$ cat src/rtl/channel_strip_pkg.sv
// Shared constants and types for the channel-strip button front end.
package channel_strip_pkg;

  localparam int NUM_BUTTONS   = 16;

  // Button group bases within the 16-bit button vector
  localparam int FREQ_BTN_BASE = 0;
  localparam int LP_BTN_BASE   = 8;
  localparam int HP_BTN_BASE   = 12;

  typedef enum logic {
    IDLE  = 1'b0,
    PULSE = 1'b1
  } out_state_e;

endpackage

$ cat src/rtl/button_debounce_ch.sv
// One button channel: 2-flop synchroniser, saturating debounce counter,
// debounced level register and registered press (rising-edge) event.
module button_debounce_ch #(
  parameter int DEBOUNCE_CYCLES = 500000
) (
  input  logic clk,
  input  logic reset,
  input  logic button_raw,
  output logic stable,
  output logic press_evt
);
  import channel_strip_pkg::*;

  localparam int CNT_W = $clog2(DEBOUNCE_CYCLES + 1);
  localparam logic [CNT_W-1:0] CNT_LAST = CNT_W'(DEBOUNCE_CYCLES - 1);

  logic [1:0]       sync_q;
  logic [CNT_W-1:0] cnt_q;
  logic             stable_prev_q;

  // The >= compare doubles as saturation: the counter can never pass CNT_LAST.
  always_ff @(posedge clk) begin
    if (reset) begin
      sync_q        <= '0;
      cnt_q         <= '0;
      stable        <= 1'b0;
      stable_prev_q <= 1'b0;
      press_evt     <= 1'b0;
    end else begin
      sync_q        <= {sync_q[0], button_raw};
      stable_prev_q <= stable;
      press_evt     <= stable & ~stable_prev_q;
      if (sync_q[1] == stable) begin
        cnt_q <= '0;
      end else if (cnt_q >= CNT_LAST) begin
        stable <= ~stable;
        cnt_q  <= '0;
      end else begin
        cnt_q <= cnt_q + CNT_W'(1);
      end
    end
  end

endmodule

$ cat src/rtl/button_conditioner.sv
// Debounces NUM_BUTTONS raw buttons and issues one-hot press pulses in index order.
// Define BTN_PULSE_STRETCH_EN to stretch pulses to STRETCH_CYCLES with a gap cycle.
module button_conditioner #(
  parameter int NUM_BUTTONS     = channel_strip_pkg::NUM_BUTTONS,
  parameter int DEBOUNCE_CYCLES = 500000,
  parameter int STRETCH_CYCLES  = 4
) (
  input  logic                   clk,
  input  logic                   reset,
  input  logic [NUM_BUTTONS-1:0] buttons_raw,
  output logic [NUM_BUTTONS-1:0] buttons_pulse,
  output logic                   pulse_valid,
  output logic [NUM_BUTTONS-1:0] buttons_stable,
  output logic                   drop_flag
);
  import channel_strip_pkg::*;

  logic [NUM_BUTTONS-1:0] stable;
  logic [NUM_BUTTONS-1:0] press_evt;
  logic [NUM_BUTTONS-1:0] pending_q;
  logic [NUM_BUTTONS-1:0] pending_next;
  logic [NUM_BUTTONS-1:0] req;
  logic [NUM_BUTTONS-1:0] grant;
  logic [NUM_BUTTONS-1:0] pulse_q;
  logic [NUM_BUTTONS-1:0] pulse_next;
  logic                   drop_q;
  logic                   load_ok;
  logic                   pulse_done;
  out_state_e             state_q;
  out_state_e             state_next;

  for (genvar i = 0; i < NUM_BUTTONS; i++) begin : g_ch
    button_debounce_ch #(
      .DEBOUNCE_CYCLES(DEBOUNCE_CYCLES)
    ) u_ch (
      .clk       (clk),
      .reset     (reset),
      .button_raw(buttons_raw[i]),
      .stable    (stable[i]),
      .press_evt (press_evt[i])
    );
  end

`ifdef BTN_PULSE_STRETCH_EN
  localparam int STR_W = (STRETCH_CYCLES > 1) ? $clog2(STRETCH_CYCLES) : 1;

  logic [STR_W-1:0] stretch_q;
  logic [STR_W-1:0] stretch_next;

  assign pulse_done = (stretch_q == STR_W'(STRETCH_CYCLES - 1));

  always_comb begin
    stretch_next = '0;
    if (state_q == PULSE && !pulse_done) begin
      stretch_next = stretch_q + STR_W'(1);
    end
  end

  always_ff @(posedge clk) begin
    if (reset) begin
      stretch_q <= '0;
    end else begin
      stretch_q <= stretch_next;
    end
  end
`else
  assign pulse_done = 1'b1;
`endif

  // Arbitration only happens when the output can accept a new grant; the
  // lowest set request bit wins (two's-complement isolate-lowest-one trick).
  always_comb begin
    state_next = state_q;
    pulse_next = pulse_q;
    grant      = '0;
    load_ok    = 1'b0;
    req        = pending_q | press_evt;

    case (state_q)
      IDLE: begin
        load_ok = 1'b1;
      end
      PULSE: begin
`ifdef BTN_PULSE_STRETCH_EN
        if (pulse_done) begin
          pulse_next = '0;
          state_next = IDLE;
        end
`else
        load_ok = pulse_done;
`endif
      end
    endcase

    if (load_ok) begin
      grant      = req & (~req + NUM_BUTTONS'(1));
      pulse_next = grant;
      state_next = (|grant) ? PULSE : IDLE;
    end

    pending_next = req & ~grant;
  end

  always_ff @(posedge clk) begin
    if (reset) begin
      state_q   <= IDLE;
      pulse_q   <= '0;
      pending_q <= '0;
      drop_q    <= 1'b0;
    end else begin
      state_q   <= state_next;
      pulse_q   <= pulse_next;
      pending_q <= pending_next;
      drop_q    <= drop_q | (|(press_evt & pending_q));
    end
  end

  assign buttons_pulse  = pulse_q;
  assign pulse_valid    = |pulse_q;
  assign buttons_stable = stable;
  assign drop_flag      = drop_q;

endmodule

$ cat config.mk
export PLATFORM = sky130hd
export DESIGN_NAME = button_conditioner
export DESIGN_NICKNAME = d
export VERILOG_FILES = /design/src/rtl/channel_strip_pkg.sv /design/src/rtl/button_debounce_ch.sv /design/src/rtl/button_conditioner.sv
export SDC_FILE = /design/constraint.sdc
export NUM_CORES = 1
export LEC_CHECK = 0
export CAP_MARGIN = 20
export CORE_MARGIN = 5
export CORE_UTILIZATION = 55
export CTS_CLUSTER_SIZE = 28
export DETAILED_ROUTE_END_ITERATION = 16
export PLACE_DENSITY = 0.72
export SETUP_SLACK_MARGIN = 0.5
export SYNTH_ARGS = -nofsm -noshare
export SYNTH_HDL_FRONTEND = slang
export SYNTH_SLANG_ARGS = --single-unit
$ cat constraint.sdc
create_clock -name clk -period 3.3 [get_ports clk]
set_input_delay 0.66 -clock clk [delete_from_list [all_inputs] [get_ports clk]]
set_output_delay 0.66 -clock clk [all_outputs]
set_load 0.01 [all_outputs]
==> results of run 1 <==
## state kept, by name (all words and copies together), names as in the netlist
signal / flops
g_ch.u_ch.cnt_q: 304
buttons_pulse: 16
g_ch.u_ch.sync_q: 32
g_ch.u_ch.press_evt: 16
pending_q: 15
g_ch.u_ch.stable: 16
g_ch.u_ch.stable_prev_q: 16
drop_flag: 1
## cells in the final DEF, fill, tap and decap left out, types with 3 or more instances in the layout
master | Yosys | routed
o31ai_1 | 13 | 13
nor2_1 | 393 | 393
xnor2_1 | 116 | 116
clkbuf_16 | 0 | 45
a21oi_1 | 14 | 14
clkbuf_8 | 0 | 12
buf_4 | 17 | 8
inv_1 | 54 | 54
bufinv_16 | 0 | 7
or3_1 | 3 | 3
o311ai_0 | 4 | 4
and2_1 | 8 | 8
ha_1 | 16 | 16
o211ai_1 | 13 | 13
nor2b_1 | 50 | 50
nor4_1 | 28 | 26
o21a_1 | 8 | 8
nand3_1 | 107 | 107
a211oi_1 | 10 | 10
a22oi_1 | 3 | 3
nor4b_1 | 11 | 11
o21ai_0 | 12 | 12
nand2_1 | 139 | 139
nand4_1 | 77 | 77
and3_1 | 38 | 38
xor2_1 | 160 | 160
or2_2 | 12 | 12
clkbuf_1 | 25 | 3
nor3_1 | 58 | 58
or4_1 | 18 | 18
clkinv_2 | 0 | 11
nor3b_1 | 7 | 7
mux2i_1 | 7 | 7
o41ai_1 | 4 | 4
dfxtp_1 | 416 | 416
clkdlybuf4s50_1 | 0 | 50
a211o_1 | 4 | 4
a31oi_1 | 7 | 7
and4_1 | 23 | 23
## through the flow
stage                      util  hold WS [ns]  area [um2]  setup slack [ns]
final                     0.635         0.384       19500             0.628
after global placement    0.583         0.370       17900             0.813
after detailed placement  0.583         0.377       17900             0.756
after global routing      0.635         0.401       19500             0.563
after CTS                 0.635         0.387       19500             0.519
after floorplan               -         0.367       17100              1.23
## metal layers
metal / part of all wire / up-vias / global-route usage
li1: - / 6633 / -
met1: 0.47 / 5975 / 0.233
met2: 0.47 / 156 / 0.308
met3: 0.038 / 56 / 0.0329
met4: 0.025 / 0 / 0.0485
met5: 0 / - / 0
## cells by family (layout without fill, tap and decap cells)
logic type                 Yosys count  in the layout  share of synthesized area
AOI/OAI and AO/OA                  115            115                     0.0492
DFF                                416            416                      0.486
buffers and inverters              108            192                     0.0297
muxes                                7              7                    0.00409
adders and majority gates           16             16                     0.0117
xor gates and xnor gates           276            276                      0.141
and+or+nand+nor                    981            981                      0.278
## worst max-delay path, stage by stage, from the launching register on
cell             delay [ns]
dfxtp_1                0.32
nor4_1                 0.37
nand4_1                0.24
clkdlybuf4s50_1        0.56
## layout make-up
class | count | area, um2 | area share
sequential | 416 | 8330 | 0.428
multi-input combinational | 1395 | 8300 | 0.426
clock buffer | 60 | 1300 | 0.0669
timing repair buffer | 59 | 572 | 0.0294
tap | 396 | 495 | 0.0254
clock inverter | 18 | 265 | 0.0136
inverter | 55 | 206 | 0.0106
## repair_timing
action,in CTS,in global routing
hold endpoints to repair,0,0
gates resized for setup,1,1
pin swaps,0,0
hold buffers,0,0
endpoints found under the setup margin,1,1
## report_power, final
group / internal, W / leakage (nW) / switching (W)
logic: 0.0000428 / 2.59 / 0.0000696
registers: 0.00505 / 3.36 / 0.0000142
clock network: 0.00329 / 0.786 / 0.00192
## worst max-delay path by stage
stage / startpoint / end / slack (ns) / cells after the start
after global routing: buttons_pulse[10] / pulse_valid / 0.56 / 3
after global placement: reset / g_ch[2].u_ch.cnt_q[10] / 0.81 / 5
after detailed placement: reset / g_ch[7].u_ch.cnt_q[9] / 0.76 / 5
final: buttons_pulse[1] / pulse_valid / 0.63 / 3
after floorplan: g_ch[0].u_ch.cnt_q[9] / g_ch[0].u_ch.cnt_q[11] / 1.23 / 6
after CTS: buttons_pulse[9] / pulse_valid / 0.52 / 3
==> impl_results.md, run 1 <==
* Iter 0 DRT Violations at 584
* Syn Inst Count at 1919
* Sequential share of the synthesized area at 0.486
* RSZ-0062 raised after global routing: no
* Number of max-slew violations in the final report at 0
* Hold_sp: g_ch[13].u_ch.stable_prev_q
* Chip height at 186 um
* Max clock buf depth at 3
* Clock Pin Slew Worst Setup and Hold Paths at 0.06 ns
* Area Overhead vs Synth at 13.7%
* Top post-synthesis cells by count: dfxtp_1 (416), nor2_1 (393), xor2_1 (160)
* Worst EP required at 2.64 ns
* Vias in the first global route at 12.2k
* Final Hold Fails at 0
* Worst R2R Path Depth at 6
* R2R Setup Slk at 0.85 ns
* Headroom to the max-slew limit at 0.471
* Pleak at 6.73 nW
* Post-CTS Setup Inserts at 0
* Clk_lat worst skew at 0.52 ns
* Gpl congestion at 0.847
* Yosys top cell by area: dfxtp_1
* Hold path depth at 1
* Fin crit period at 2.67 ns
* CTS tree: built
* ANT nets after route at 0
* Synthesized Nets at 1953
* Largest net degree at the start of global routing at 37
* Clock root buffer: clkbuf_16
* Yosys cell types at 63
* Final wirelength at 32100 um
* Layout fillers at 2610
* WL/cell at 13.4 um
* First-pass GRT wire length at 55700 um
* Area of the core at 0.0307 mm2
* FF-to-FF End: g_ch[3].u_ch.cnt_q[10]
* DP HPWL at 21800 um
* H-tree depth at 2
* Total CTS buffers at 43
* Worst-path maximum fanout at 2
* EDFF count, synth at 0
* Power per cell area at 534 mW/mm2
* Drt first pass iters at 5
* Avg Cell Area, Syn at 8.92 um2
* Fin cells at 2399
* Initial Util at 0.558
* # IOs at 52
* Max Clock Freq at 0.374 GHz
* Skew final at 0.00984 ns
* Worst IR drop on VDD at 0.000431 V
* Grt ovf at 0
* RR Startpoint: g_ch[3].u_ch.cnt_q[0]
* Ys Warns at 0
* ANT cells at 0
* Fin crit share at 0.810
* Synth area leaders: dfxtp_1 (49%), nor2_1 (8.6%), xor2_1 (8.2%), xnor2_1 (5.9%), nand3_1 (3.1%)
* Hold Path Class: reg -> reg
* Netlist area before placement at 0.0171 mm2
* Total power at 0.0104 W
* Nets at 2004
* Cells after DPL at 2321
* # setup viols final at 0
* Setup TNS at 0 ns
* # rows at 64
* Seq cells post-synth at 416
* Max_cap viols at 0
* Total track usage at 0.179
* Post-synth ARST share at 0
* Vias/cell at 5.34
* PortBufs at 51
* Drt drc at 0
* WS Path Type: reg -> out
* Most used DFF post-synth: dfxtp_1
* Crit start category: flip-flop
* Layout cells sized above 1 at 0.0549
* Share of the synthesized area in the top cell type at 0.486
* Chip width at 186 um
* Most numerous cell in the Yosys netlist: dfxtp_1
* CP Capture Type: output pin
* Run status: finished, final reports clean
* Initial antenna violation count at 0
* CTS sink count at 416
* Least-Margin Pin Slew at 0.792 ns
* Die area at 0.0348 mm2
* CP arrival at 2.01 ns
* WHS Endpoint: g_ch[13].u_ch.press_evt
* Via Count at 12.8k
No activity file was read; power rests on OpenSTA's default activity.
==> run 2, diff against run 1 <==
- PLACE_DENSITY: 0.72 -> 0.75
- clock period: 3.3 -> 2.26 ns (I/O delays scaled with it)
==> impl_results.md, run 2 (synthesized netlist as in run 1, its figures left out) <==
* ANT nets after route at 0
* Gpl congestion at 0.818
* Internal power component at 0.0123 W
* Fin crit period at 2.03 ns
* Vias in the first global route at 12.8k
* Power share of the combinational group at 0.017
* Chip width at 186 um
* ANT cells at 0
* CTS tree: built
* Max FFs per register at 304
* # rows at 64
* Clock Pin Slew Worst Setup and Hold Paths at 0.06 ns
* Nets at 2109
* Initial antenna violation count at 0
* Power per cell area at 700 mW/mm2
* Final Hold Fails at 0
* Worst EP required at 1.81 ns
* Commonest non-fill, non-tap cell in the layout: dfxtp_1
* Clk_lat worst skew at 0.53 ns
* Total track usage at 0.194
* Max Clock Freq at 0.493 GHz
* PortBufs at 51
* Worst IR drop on VDD at 0.000805 V
* Net Sw Power at 0.00305 W
* RSZ-0062 raised after global routing: yes
* Flop pwr share at 0.481
* Least-Margin Pin Slew at 0.907 ns
* DP HPWL at 22100 um
* H-tree depth at 2
* # setup viols final at 0
* Iter 0 DRT Violations at 631
* Via Count at 13.9k
* Largest net degree at the start of global routing at 70
* Worst-path maximum fanout at 2
* Placed Area at 0.0182 mm2
* Drt first pass iters at 5
* Crit start category: flip-flop
* Pleak at 7.45 nW
* CP arrival at 1.58 ns
* Layout fillers at 2141
* Clock root buffer: clkbuf_16
* Fin crit share at 0.898
* Fin util at 0.715
* Most flop-heavy register: g_ch.u_ch.cnt_q
* Skew final at 0.0127 ns
* Chip height at 186 um
* Layout cells sized above 1 at 0.235
* Initial Util at 0.558
* Post-route cell area at 0.0219 mm2
* Clk network pwr share at 0.502
* CTS sink count at 416
* Number of max-slew violations in the final report at 0
* Die area at 0.0348 mm2
* First-pass GRT wire length at 59600 um
* CP Capture Type: output pin
* Max clock buf depth at 3
* Final wirelength at 38500 um
* Top flop regs: g_ch.u_ch.cnt_q x304, g_ch.u_ch.sync_q x32
* Run status: finished, final reports clean
* Area Overhead vs Synth at 28.0%
* Max_cap viols at 0
* Drt drc at 0
* Hold Path Class: reg -> reg
* Commonest cells after routing, fill and taps aside: dfxtp_1 (357), nor2_1 (259), xor2_1 (160)
* CTS Hold Bufs at 0
* # IOs at 52
* Area of the core at 0.0307 mm2
* WS Path Type: reg -> out
* Headroom to the max-slew limit at 0.393
* Fin cells at 2504
* Grt ovf at 0
* Vias/cell at 5.55
* Cells after DPL at 2335
* WL/cell at 15.4 um
* Switching share of power at 0.199
* Total CTS buffers at 44
[run 2: cell count changes in the layout (fill, tap and decap cells not counted), moves of 16 or more]
cell / delta
nor2_1: -134
nor2_2: +71
nor2_4: +63
dfxtp_1: -59
buf_4: +53
dfxtp_2: +49
clkdlybuf4s50_1: -34
buf_6: +31
dlygate4sd2_1: +31
or4_1: -16
or4_4: +16
[run 2: repair_timing]
item	4_1_cts	5_1_grt
cloned	12	19
endpoints found under the setup margin	273	313
gates resized for setup	106	342
pin swaps	25	149
buffers inserted	18	41
[run 2: path summary, 6_finish.rpt]
| path | start | end | slack [ns] | cells after the start |
|---|---|---|---|---|
| max | buttons_pulse[1] | pulse_valid | 0.23 | 4 |
| min | g_ch[4].u_ch.stable_prev_q | g_ch[4].u_ch.press_evt | 0.38 | 1 |
| max reg2reg | g_ch[7].u_ch.cnt_q[10] | g_ch[7].u_ch.cnt_q[9] | 0.28 | 7 |
| min reg2reg | g_ch[4].u_ch.stable_prev_q | g_ch[4].u_ch.press_evt | 0.38 | 1 |
[run 2: power groups by stage]
stage / sequential (W) / combinational (W) / clock [W]
4_1_cts: 0.00739 / 0.000204 / 0.00781
5_1_grt: 0.00738 / 0.000287 / 0.00815
2_1_floorplan: 0.00755 / 0.000115 / 0
3_3_place_gp: 0.00755 / 0.000170 / 0
3_5_place_dp: 0.00755 / 0.000173 / 0
6_report: 0.00738 / 0.000268 / 0.00770
[run 2: per-layer routing]
layer	GRT usage	vias up	part of all wire
li1	-	6888	-
met3	0.0383	78	0.052
met1	0.257	6613	0.43
met4	0.0586	0	0.026
met5	0	-	0
met2	0.321	321	0.49
[run 2: worst max-delay path: stages, from the launching register on]
cell	delay [ns]
dfxtp_2	0.32
nor4_2	0.26
buf_4	0.17
nand4_1	0.11
buf_2	0.18
[run 2: final cells by class]
| cell class | instances | area, um2 | area share |
|---|---|---|---|
| multi-input cells | 1404 | 9770 | 0.446 |
| well taps | 396 | 495 | 0.0226 |
| clock inverters | 19 | 283 | 0.0129 |
| repair buffers | 154 | 1440 | 0.0655 |
| inverters | 55 | 206 | 0.00942 |
| clock buffers | 60 | 1300 | 0.0594 |
| flip-flops and latches | 416 | 8430 | 0.385 |
[run 2: stage by stage]
step                      setup slack, ns  TNS (ns)  hold WS [ns]  total power [W]
after global placement             0.0227         0         0.372          0.00772
after global routing                0.174         0         0.391           0.0158
final                               0.231         0         0.378           0.0153
after CTS                           0.219         0         0.381           0.0154
after floorplan                     0.295         0         0.367          0.00766
after detailed placement          -0.0972     -1.37         0.371          0.00773
